===== src/rtl/axis_max_arbiter.sv =====
// Packet-level round-robin arbiter that shares one AXI-Stream max-finder between NUM_SRC sources.
// The grant is locked for a whole packet; beats pass through combinationally, tagged with the source ID.
module axis_max_arbiter #(
  parameter int STREAM_WIDTH = 32,
  parameter int NUM_SRC      = 4,
  parameter int LEN_WIDTH    = 16,
  localparam int ID_WIDTH    = (NUM_SRC > 1) ? $clog2(NUM_SRC) : 1
) (
  input  logic                            ACLK,
  input  logic                            ARESET_n,
  input  logic [NUM_SRC*STREAM_WIDTH-1:0] S_TDATA,
  input  logic [NUM_SRC-1:0]              S_TVALID,
  input  logic [NUM_SRC-1:0]              S_TLAST,
  output logic [NUM_SRC-1:0]              S_TREADY,
  output logic [STREAM_WIDTH-1:0]         M_TDATA,
  output logic                            M_TVALID,
  output logic                            M_TLAST,
  output logic [ID_WIDTH-1:0]             M_TID,
  input  logic                            M_TREADY,
  output logic                            pkt_done,
  output logic [ID_WIDTH-1:0]             pkt_id,
  output logic [LEN_WIDTH-1:0]            pkt_len
);

  typedef enum logic {IDLE, LOCKED} state_t;

  state_t                  state_reg, state_next;
  logic [ID_WIDTH-1:0]     grant_reg, grant_next;
  logic [ID_WIDTH-1:0]     rr_ptr_reg, rr_ptr_next;
  logic [LEN_WIDTH-1:0]    beat_cnt_reg, beat_cnt_next, beat_cnt_inc;
  logic                    pkt_done_reg, pkt_done_next;
  logic [ID_WIDTH-1:0]     pkt_id_reg, pkt_id_next;
  logic [LEN_WIDTH-1:0]    pkt_len_reg, pkt_len_next;

  logic [STREAM_WIDTH-1:0] s_data_arr [NUM_SRC];
  logic                    locked;
  logic                    beat_accept;
  logic                    scan_hit;
  logic [ID_WIDTH-1:0]     scan_idx;
  int                      scan_pos;

  assign locked = (state_reg == LOCKED);

  genvar gi;
  generate
    for (gi = 0; gi < NUM_SRC; gi++) begin : g_src
      assign s_data_arr[gi] = S_TDATA[gi*STREAM_WIDTH +: STREAM_WIDTH];
      assign S_TREADY[gi]   = locked && (grant_reg == ID_WIDTH'(gi)) && M_TREADY;
    end
  endgenerate

  // Data mux follows grant even in IDLE; it is qualified by M_TVALID downstream.
  assign M_TDATA     = s_data_arr[grant_reg];
  assign M_TVALID    = locked & S_TVALID[grant_reg];
  assign M_TLAST     = locked & S_TLAST[grant_reg];
  assign M_TID       = grant_reg;
  assign beat_accept = M_TVALID & M_TREADY;

  assign pkt_done = pkt_done_reg;
  assign pkt_id   = pkt_id_reg;
  assign pkt_len  = pkt_len_reg;

  assign beat_cnt_inc = (&beat_cnt_reg) ? beat_cnt_reg : beat_cnt_reg + LEN_WIDTH'(1);

  // Scan downwards so the candidate closest to rr_ptr is written last and wins.
  always_comb begin
    scan_hit = 1'b0;
    scan_idx = '0;
    scan_pos = 0;
    for (int k = NUM_SRC - 1; k >= 0; k--) begin
      scan_pos = (int'(rr_ptr_reg) + k) % NUM_SRC;
      if (S_TVALID[ID_WIDTH'(scan_pos)]) begin
        scan_hit = 1'b1;
        scan_idx = ID_WIDTH'(scan_pos);
      end
    end
  end

  always_comb begin
    state_next    = state_reg;
    grant_next    = grant_reg;
    rr_ptr_next   = rr_ptr_reg;
    beat_cnt_next = beat_cnt_reg;
    pkt_done_next = 1'b0;
    pkt_id_next   = pkt_id_reg;
    pkt_len_next  = pkt_len_reg;
    case (state_reg)
      IDLE: begin
        if (scan_hit) begin
          state_next    = LOCKED;
          grant_next    = scan_idx;
          beat_cnt_next = '0;
        end
      end
      LOCKED: begin
        if (beat_accept) begin
          beat_cnt_next = beat_cnt_inc;
          if (M_TLAST) begin
            state_next    = IDLE;
            rr_ptr_next   = (grant_reg == ID_WIDTH'(NUM_SRC - 1)) ? '0 : grant_reg + ID_WIDTH'(1);
            pkt_done_next = 1'b1;
            pkt_id_next   = grant_reg;
            pkt_len_next  = beat_cnt_inc;
          end
        end
      end
      default: state_next = IDLE;
    endcase
  end

  always_ff @(posedge ACLK or negedge ARESET_n) begin
    if (!ARESET_n) begin
      state_reg    <= IDLE;
      grant_reg    <= '0;
      rr_ptr_reg   <= '0;
      beat_cnt_reg <= '0;
      pkt_done_reg <= 1'b0;
      pkt_id_reg   <= '0;
      pkt_len_reg  <= '0;
    end else begin
      state_reg    <= state_next;
      grant_reg    <= grant_next;
      rr_ptr_reg   <= rr_ptr_next;
      beat_cnt_reg <= beat_cnt_next;
      pkt_done_reg <= pkt_done_next;
      pkt_id_reg   <= pkt_id_next;
      pkt_len_reg  <= pkt_len_next;
    end
  end

endmodule


===== config.mk =====
export PLATFORM = sky130hd
export DESIGN_NAME = axis_max_arbiter
export DESIGN_NICKNAME = d
export VERILOG_FILES = /design/src/rtl/axis_max_arbiter.sv
export SDC_FILE = /design/constraint.sdc
export NUM_CORES = 1
export LEC_CHECK = 0
export CORE_UTILIZATION = 37
export DETAILED_ROUTE_END_ITERATION = 10
export PLACE_DENSITY = 0.82
export SLEW_MARGIN = 20
export SYNTH_ARGS = -nofsm -noshare
export SYNTH_HDL_FRONTEND = slang
export SYNTH_SLANG_ARGS = --single-unit

===== constraint.sdc =====
create_clock -name ACLK -period 2.3 [get_ports ACLK]
set_input_delay 0.575 -clock ACLK [delete_from_list [all_inputs] [get_ports ACLK]]
set_output_delay 0.575 -clock ACLK [all_outputs]
set_load 0.005 [all_outputs]

==> impl_metrics.csv, run 1 <==
group,metric,value,unit
synthesis,async_flop_share,100,%
global_route,grt_max_degree,25,
power,powerDensity,818,mW/mm^2
worst_setup_path,crit_type,"flop to output pin",
cts,insertion_delay,0.30,ns
worst_setup_path,cp_common_cell,"buf_6",
worst_setup_path,rr_endpoint,"pkt_len[7]",
synthesis,synth-xor-area-share,0.852,%
synthesis,syn-cell-area,0.00308,mm^2
worst_setup_path,r2r-start,"M_TID[0]",
worst_setup_path,crit_chain,"buf_6 -> buf_6 -> buf_16 -> buf_12 -> mux4_2 -> buf_2",
layout,instances_no_fill,621,
place,gp_congestion,0.935,
layout,nFillCells,572,
drt,drt_wl_total,13700,um
floorplanning,die_w,93.3,um
place,dp.cells,598,
worst_setup_path,startpoint_type,"flop",
sta,tightest_slew,0.618,ns
layout,area_growth,77.5,%
synthesis,mappedNetlistNets,436,
global_route,grt_use_met2,53.3,%
drt,drcViolationCount,0,
place,io_buffers,197,
power,irDropWorstVdd,0.000445,V
drt,postRouteAntennaNets,0,
layout,nNetsFinal,660,
global_route,grt_pass1_vias,3635,
worst_setup_path,crit_arrival,1.82,ns
layout,final_cell_mix,"clkdlybuf4s50_1 (143), dfrtp_1 (39), mux4_2 (34), buf_4 (30), nand2_1 (28)",
layout,final_common_cell,"clkdlybuf4s50_1",
global_route,use_met1,38.8,%
cts,root_buffer,"clkbuf_8",
place,post-dp-hpwl,10700,um
synthesis,synthSimpleGateAreaFrac,18.0,%
worst_setup_path,critPathMaxStageDelay,0.43,ns
worst_setup_path,critPathCapture,"M_TDATA[13]",
floorplanning,core_area,0.00789,mm^2
floorplanning,start_util,39.1,%
job,maxCapViolations,0,
sta,slew_violations,0,
sta,period_minus_slack,2.39,ns
sta,maxSlewHeadroom,58.4,%
global_route,gr-total-overflow,0,
global_route,gr-usage-met3,10.4,%
sta,rsz0062_at_grt,"true",
worst_setup_path,worstPathMaxFanout,7,
synthesis,synthAdderAreaFrac,2.03,%
sta,post-route-period-util,104,%
synthesis,synth-edff-count,0,
synthesis,synth_area_per_cell,10.6,um^2
synthesis,synth_top_family_by_area,"multiplexers",
worst_setup_path,cp_slowest_cell,"dfrtp_2",
synthesis,ys_ff_latch,40,
floorplanning,dieArea,0.00870,mm^2
global_route,grt_pass1_wl,20200,um
sta,finalHoldViolCount,0,
drt,dr.first_iter.drc_count,293,
floorplanning,core.rowCount,32,
drt,first_pass_iters,5,
sta,setup_viol,11,
global_route,antenna_found_initial,3,
worst_setup_path,r2r_cells,8,
synthesis,synthFlopType,"dfrtp_1",
drt,vias,3637,
sta,setup_tns,-0.760,ns
worst_hold_path,min-delay-path-class,"input pin to asynchronous set/reset pin",
synthesis,ys_types,51,
outcome,violations,"setup timing",
synthesis,ys_seq_area_share,32.5,%
synthesis,synth_warnings,0,
floorplanning,die_h,93.3,um
sta,fin_skew,0.00455,ns
outcome,status,"complete, but fails checks",
cts,numCtsBuffers,5,
cts,cts.sinks,40,
synthesis,synth-compound-area-share,15.0,%
sta,setup_ws,-0.0913,ns
worst_setup_path,rrSetupSlack,0.17,ns
global_route,track_usage,31.6,%
sta,max_freq,418,MHz
cts,cts_tree,"built",
cts,clk_pin_slew,0.08,ns
floorplanning,io_pins,198,
worst_setup_path,cp-end-kind,"output pin",
global_route,grt-busiest-layer,"met2",
power,leakagePower,2.25,nW
cts,cts.htree.levels,2,
drt,wl_per_cell,22.0,um
layout,layout-drive-gt1-share,25.1,%
worst_setup_path,crit_start,"M_TID[0]",
synthesis,syn_inst,292,
worst_setup_path,worstPathRequired,1.73,ns
synthesis,synthMuxAreaShare,26.4,%
cts,cts_buffer_depth,2,
drt,viasPerCell,5.86,
[routing by layer]
metal / up-vias / part of all wire (%)
met3: 24 / 11
met2: 233 / 50
met4: 0 / 2.6
met5: - / 0
li1: 1604 / -
met1: 1776 / 37
[cell usage after synthesis (2+ instances only)]
master / instances / share of area, %
nand4_1: 5 / 1.0
or3_1: 4 / 0.81
a22o_1: 3 / 0.85
xnor2_1: 3 / 0.85
o22a_1: 2 / 0.57
o221ai_1: 2 / 0.57
and3_1: 11 / 2.2
buf_6: 4 / 1.5
nor2_1: 18 / 2.2
nand3_1: 6 / 0.97
nor3_1: 7 / 1.1
ha_1: 5 / 2.0
a21o_1: 2 / 0.49
mux4_1: 2 / 1.7
o21ai_0: 19 / 3.1
and4_1: 4 / 1.1
mux2i_1: 3 / 0.97
mux4_2: 32 / 23
a31oi_1: 11 / 2.2
o41ai_1: 2 / 0.57
buf_2: 9 / 1.5
inv_1: 8 / 0.97
and2_1: 4 / 0.81
o21a_1: 2 / 0.49
nor4_1: 7 / 1.4
clkbuf_1: 8 / 0.97
buf_1: 2 / 0.24
a21oi_1: 9 / 1.5
or4_1: 3 / 0.73
nand2_1: 28 / 3.4
a41oi_1: 4 / 1.1
a41o_1: 2 / 0.65
dfrtp_1: 40 / 32
o31ai_1: 4 / 0.97
[worst min-delay path by stage]
stage,start,end,slack [ns],depth (start not counted)
3_5_place_dp,pkt_len[14],pkt_len[14],0.47,2
3_3_place_gp,pkt_id[0],pkt_id[0],0.47,2
4_1_cts,ARESET_n,pkt_len[15],0.22,1
2_1_floorplan,ARESET_n,M_TID[0],0.28,0
5_1_grt,ARESET_n,beat_cnt_reg[5],0.24,1
6_report,ARESET_n,beat_cnt_reg[5],0.21,1
[area by class of cell]
type | instances | area, um^2 | share of cell area, %
tap | 102 | 128 | 2.33
antenna | 2 | 5.00 | 0.0914
sequential | 40 | 1000 | 18.3
clock buffer | 5 | 68.8 | 1.26
inverter | 9 | 33.8 | 0.617
multi-input combinational | 220 | 1920 | 35.1
timing repair buffer | 240 | 2270 | 41.6
clock inverter | 3 | 42.5 | 0.777
[cell families (layout without fill, tap and decap cells)]
kind of cell,after synthesis,in the layout
flip-flops,40,40
adder cells (fa/ha/maj),5,5
multiplexers,38,38
XOR/XNOR,3,3
buffers and inverters,32,257
other,0,2
AND/OR/NAND/NOR,104,104
AO/OA/AOI/OAI,70,70
[worst max-delay path: cells and delay by family (launching register included)]
kind / cells / cell delay [ns]
mux: 1 / 0.42
flops: 1 / 0.43
buf+inv: 5 / 0.67
[what timing repair did]
item,CTS,global route
pin swaps,0,0
buffers inserted,10,2
setup endpoints to repair,38,34
gates resized for setup,157,19
hold buffers,0,0
gates cloned,2,0
[power breakdown]
group | internal (mW) | switching [mW] | total, mW
sequential | 0.870 | 0.140 | 1.01
clock | 0.321 | 0.263 | 0.584
combinational | 1.71 | 1.17 | 2.88
[per-stage QoR]
step	area (um^2)	total power [mW]	setup WS [ns]	util, %	hold slack (ns)
after floorplan	3080	2.26	0.136	-	0.279
after global placement	5320	3.71	-0.534	67.4	0.465
after detailed placement	5320	3.77	-0.520	67.4	0.472
after CTS	5460	4.43	-0.0721	69.2	0.224
after global routing	5470	4.74	-0.137	69.4	0.235
final	5470	4.48	-0.0913	69.4	0.214
No activity file was read; power rests on OpenSTA's default activity.
==> inputs of run 2 (changes only) <==
Settings changed: CORE_MARGIN from default to 10, TNS_END_PERCENT from default to 1.
==> run 2 against run 1 <==
- clock power is 16% lower
- die area is 42% higher
- global-route usage is 9.7 points lower
- core utilization fell by 3.5 points
- critical path depth down 2
- clock skew rose by 0.0015 ns
- critical path type is now input pin to output pin
- highest routed layer unchanged
- critical endpoint is now M_TLAST
- the run still ends with setup timing left
==> impl_metrics.csv, run 2 (same netlist as run 1, synthesis figures left out) <==
group,metric,value,unit
sta,tightest_slew,0.607,ns
layout,nNetsFinal,656,
cts,cts_buffer_depth,2,
power,fin_total_pwr,4.21,mW
worst_setup_path,r2r_cells,9,
global_route,gr-total-overflow,0,
drt,wl_met1,4770,um
sta,period_minus_slack,2.31,ns
floorplanning,die_w,111,um
worst_setup_path,r2r-start,"M_TID[0]",
sta,setup_viol,1,
global_route,track_usage,21.9,%
layout,nFillCells,680,
layout,regArea,0.00100,mm^2
drt,drcViolationCount,0,
global_route,grt_pass1_wl,21700,um
layout,final_cell_area,0.00539,mm^2
floorplanning,core.rowCount,33,
place,io_buffers,197,
place,post-dp-hpwl,11900,um
cts,clk_pin_slew,0.07,ns
job,maxCapViolations,0,
drt,drt_wl_total,14100,um
worst_setup_path,worstPathMaxFanout,2,
layout,layout-drive-gt1-share,24.6,%
worst_setup_path,worstPathRequired,1.73,ns
drt,routed.top_layer,"met4",
worst_setup_path,crit_chain,"clkdlybuf4s50_1 -> mux4_2 -> and2_1 -> clkbuf_2",
sta,setup_tns,-0.00820,ns
worst_setup_path,crit_start,"S_TLAST[3]",
cts,insertion_delay,0.30,ns
drt,met3_length,1420,um
floorplanning,io_pins,198,
worst_setup_path,crit_arrival,1.73,ns
worst_hold_path,min-delay-path-class,"input pin to asynchronous set/reset pin",
cts,root_buffer,"clkbuf_8",
worst_setup_path,critPathMaxStageDelay,0.47,ns
sta,finalHoldViolCount,0,
worst_setup_path,cp.depth,4,
drt,wl_per_cell,22.6,um
sta,rsz0062_at_grt,"true",
floorplanning,die_h,111,um
global_route,grt_pass1_vias,3704,
sta,max_freq,433,MHz
layout,area_growth,74.8,%
worst_setup_path,startpoint_type,"input pin",
place,place_area,0.00534,mm^2
power,powerDensity,782,mW/mm^2
floorplanning,start_util,37.7,%
outcome,violations,"setup timing",
sta,slew_violations,0,
layout,multi_input_area,0.00192,mm^2
worst_setup_path,timing.critical_path.buf_inv,2,
worst_setup_path,cp-end-kind,"output pin",
drt,vias,3498,
global_route,grt_max_degree,25,
cts,cts_tree,"built",
drt,dr_wl_met2,7610,um
drt,postRouteAntennaNets,0,
layout,final_common_cell,"clkdlybuf4s50_1",
drt,dr.first_iter.drc_count,277,
sta,fin_skew,0.00604,ns
layout,final_cell_mix,"clkdlybuf4s50_1 (153), dfrtp_1 (38), mux4_2 (34), buf_4 (31), nand2_1 (28)",
floorplanning,core_area,0.00818,mm^2
worst_setup_path,crit_type,"input pin to output pin",
drt,viasPerCell,5.61,
cts,cts.htree.levels,2,
outcome,status,"complete, but fails checks",
sta,post-route-period-util,100,%
global_route,antenna_found_initial,6,
worst_setup_path,path_delay_family,"buffers and inverters",
cts,numCtsBuffers,5,
sta,maxSlewHeadroom,59.1,%
sta,setup_ws,-0.00820,ns
power,irDropWorstVdd,0.000411,V
drt,first_pass_iters,5,
place,gp_congestion,0.986,
layout,postLayoutCoreUtil,65.9,%
sta,fin_hold_ws,0.128,ns
worst_setup_path,cp_slowest_cell,"mux4_2",
floorplanning,dieArea,0.0124,mm^2
cts,cts.sinks,40,
power,leakagePower,2.18,nW
run 2: worst reg2reg max path, stage by stage (launching register included):
cell and delay [ns]:
dfrtp_2 0.43, buf_12 0.14, buf_6 0.11, mux4_2 0.34, buf_4 0.10, buf_4 0.12
nand3_2 0.14, inv_2 0.30, o21ai_0 0.17, o22a_1 0.18
run 2: worst paths after layout:
| check | end | slack [ns] |
|---|---|---|
| worst max-delay path | M_TLAST | -0.008 |
| worst min register to register | pkt_len[11] | 0.49 |
| min in group ACLK | pkt_len[11] | 0.49 |
| max in group asynchronous | M_TID[1] | 1.65 |
| worst min-delay path | beat_cnt_reg[13] | 0.13 |
| worst max register to register | pkt_len[7] | 0.16 |
run 2: repair_timing:
action,CTS,global route
setup buffers,4,3
gates resized for setup,103,30
endpoints found under the setup margin,38,30
gates cloned,1,0
hold buffers,0,0
run 2: through the flow:
stage / worst slack (ns) / std cells
6_report: -0.00820 / 624
5_1_grt: -0.0549 / 624
4_1_cts: -0.161 / 615
3_5_place_dp: -0.527 / 602
3_3_place_gp: -0.488 / 602
2_1_floorplan: 0.136 / 292
run 2: layout make-up:
class | count | area share, %
diodes | 6 | 0.279
inverters | 9 | 0.627
clock inverters | 2 | 0.186
well taps | 105 | 2.44
clock buffers | 6 | 1.53
multi-input cells | 220 | 35.6
flip-flops and latches | 40 | 18.6
repair buffers | 236 | 40.8
run 2: routing by layer:
metal	track usage (%)	vias to the layer above
met3	8.39	16
met5	0	-
li1	-	1596
met2	40.0	189
met4	7.11	0
met1	22.4	1697
run 2: report_power, final:
| group | switching [mW] | total (mW) | internal (mW) |
|---|---|---|---|
| registers | 0.149 | 1.02 | 0.871 |
| clock network | 0.251 | 0.490 | 0.239 |
| logic | 1.09 | 2.70 | 1.61 |
| total | 1.49 | 4.21 | 2.72 |
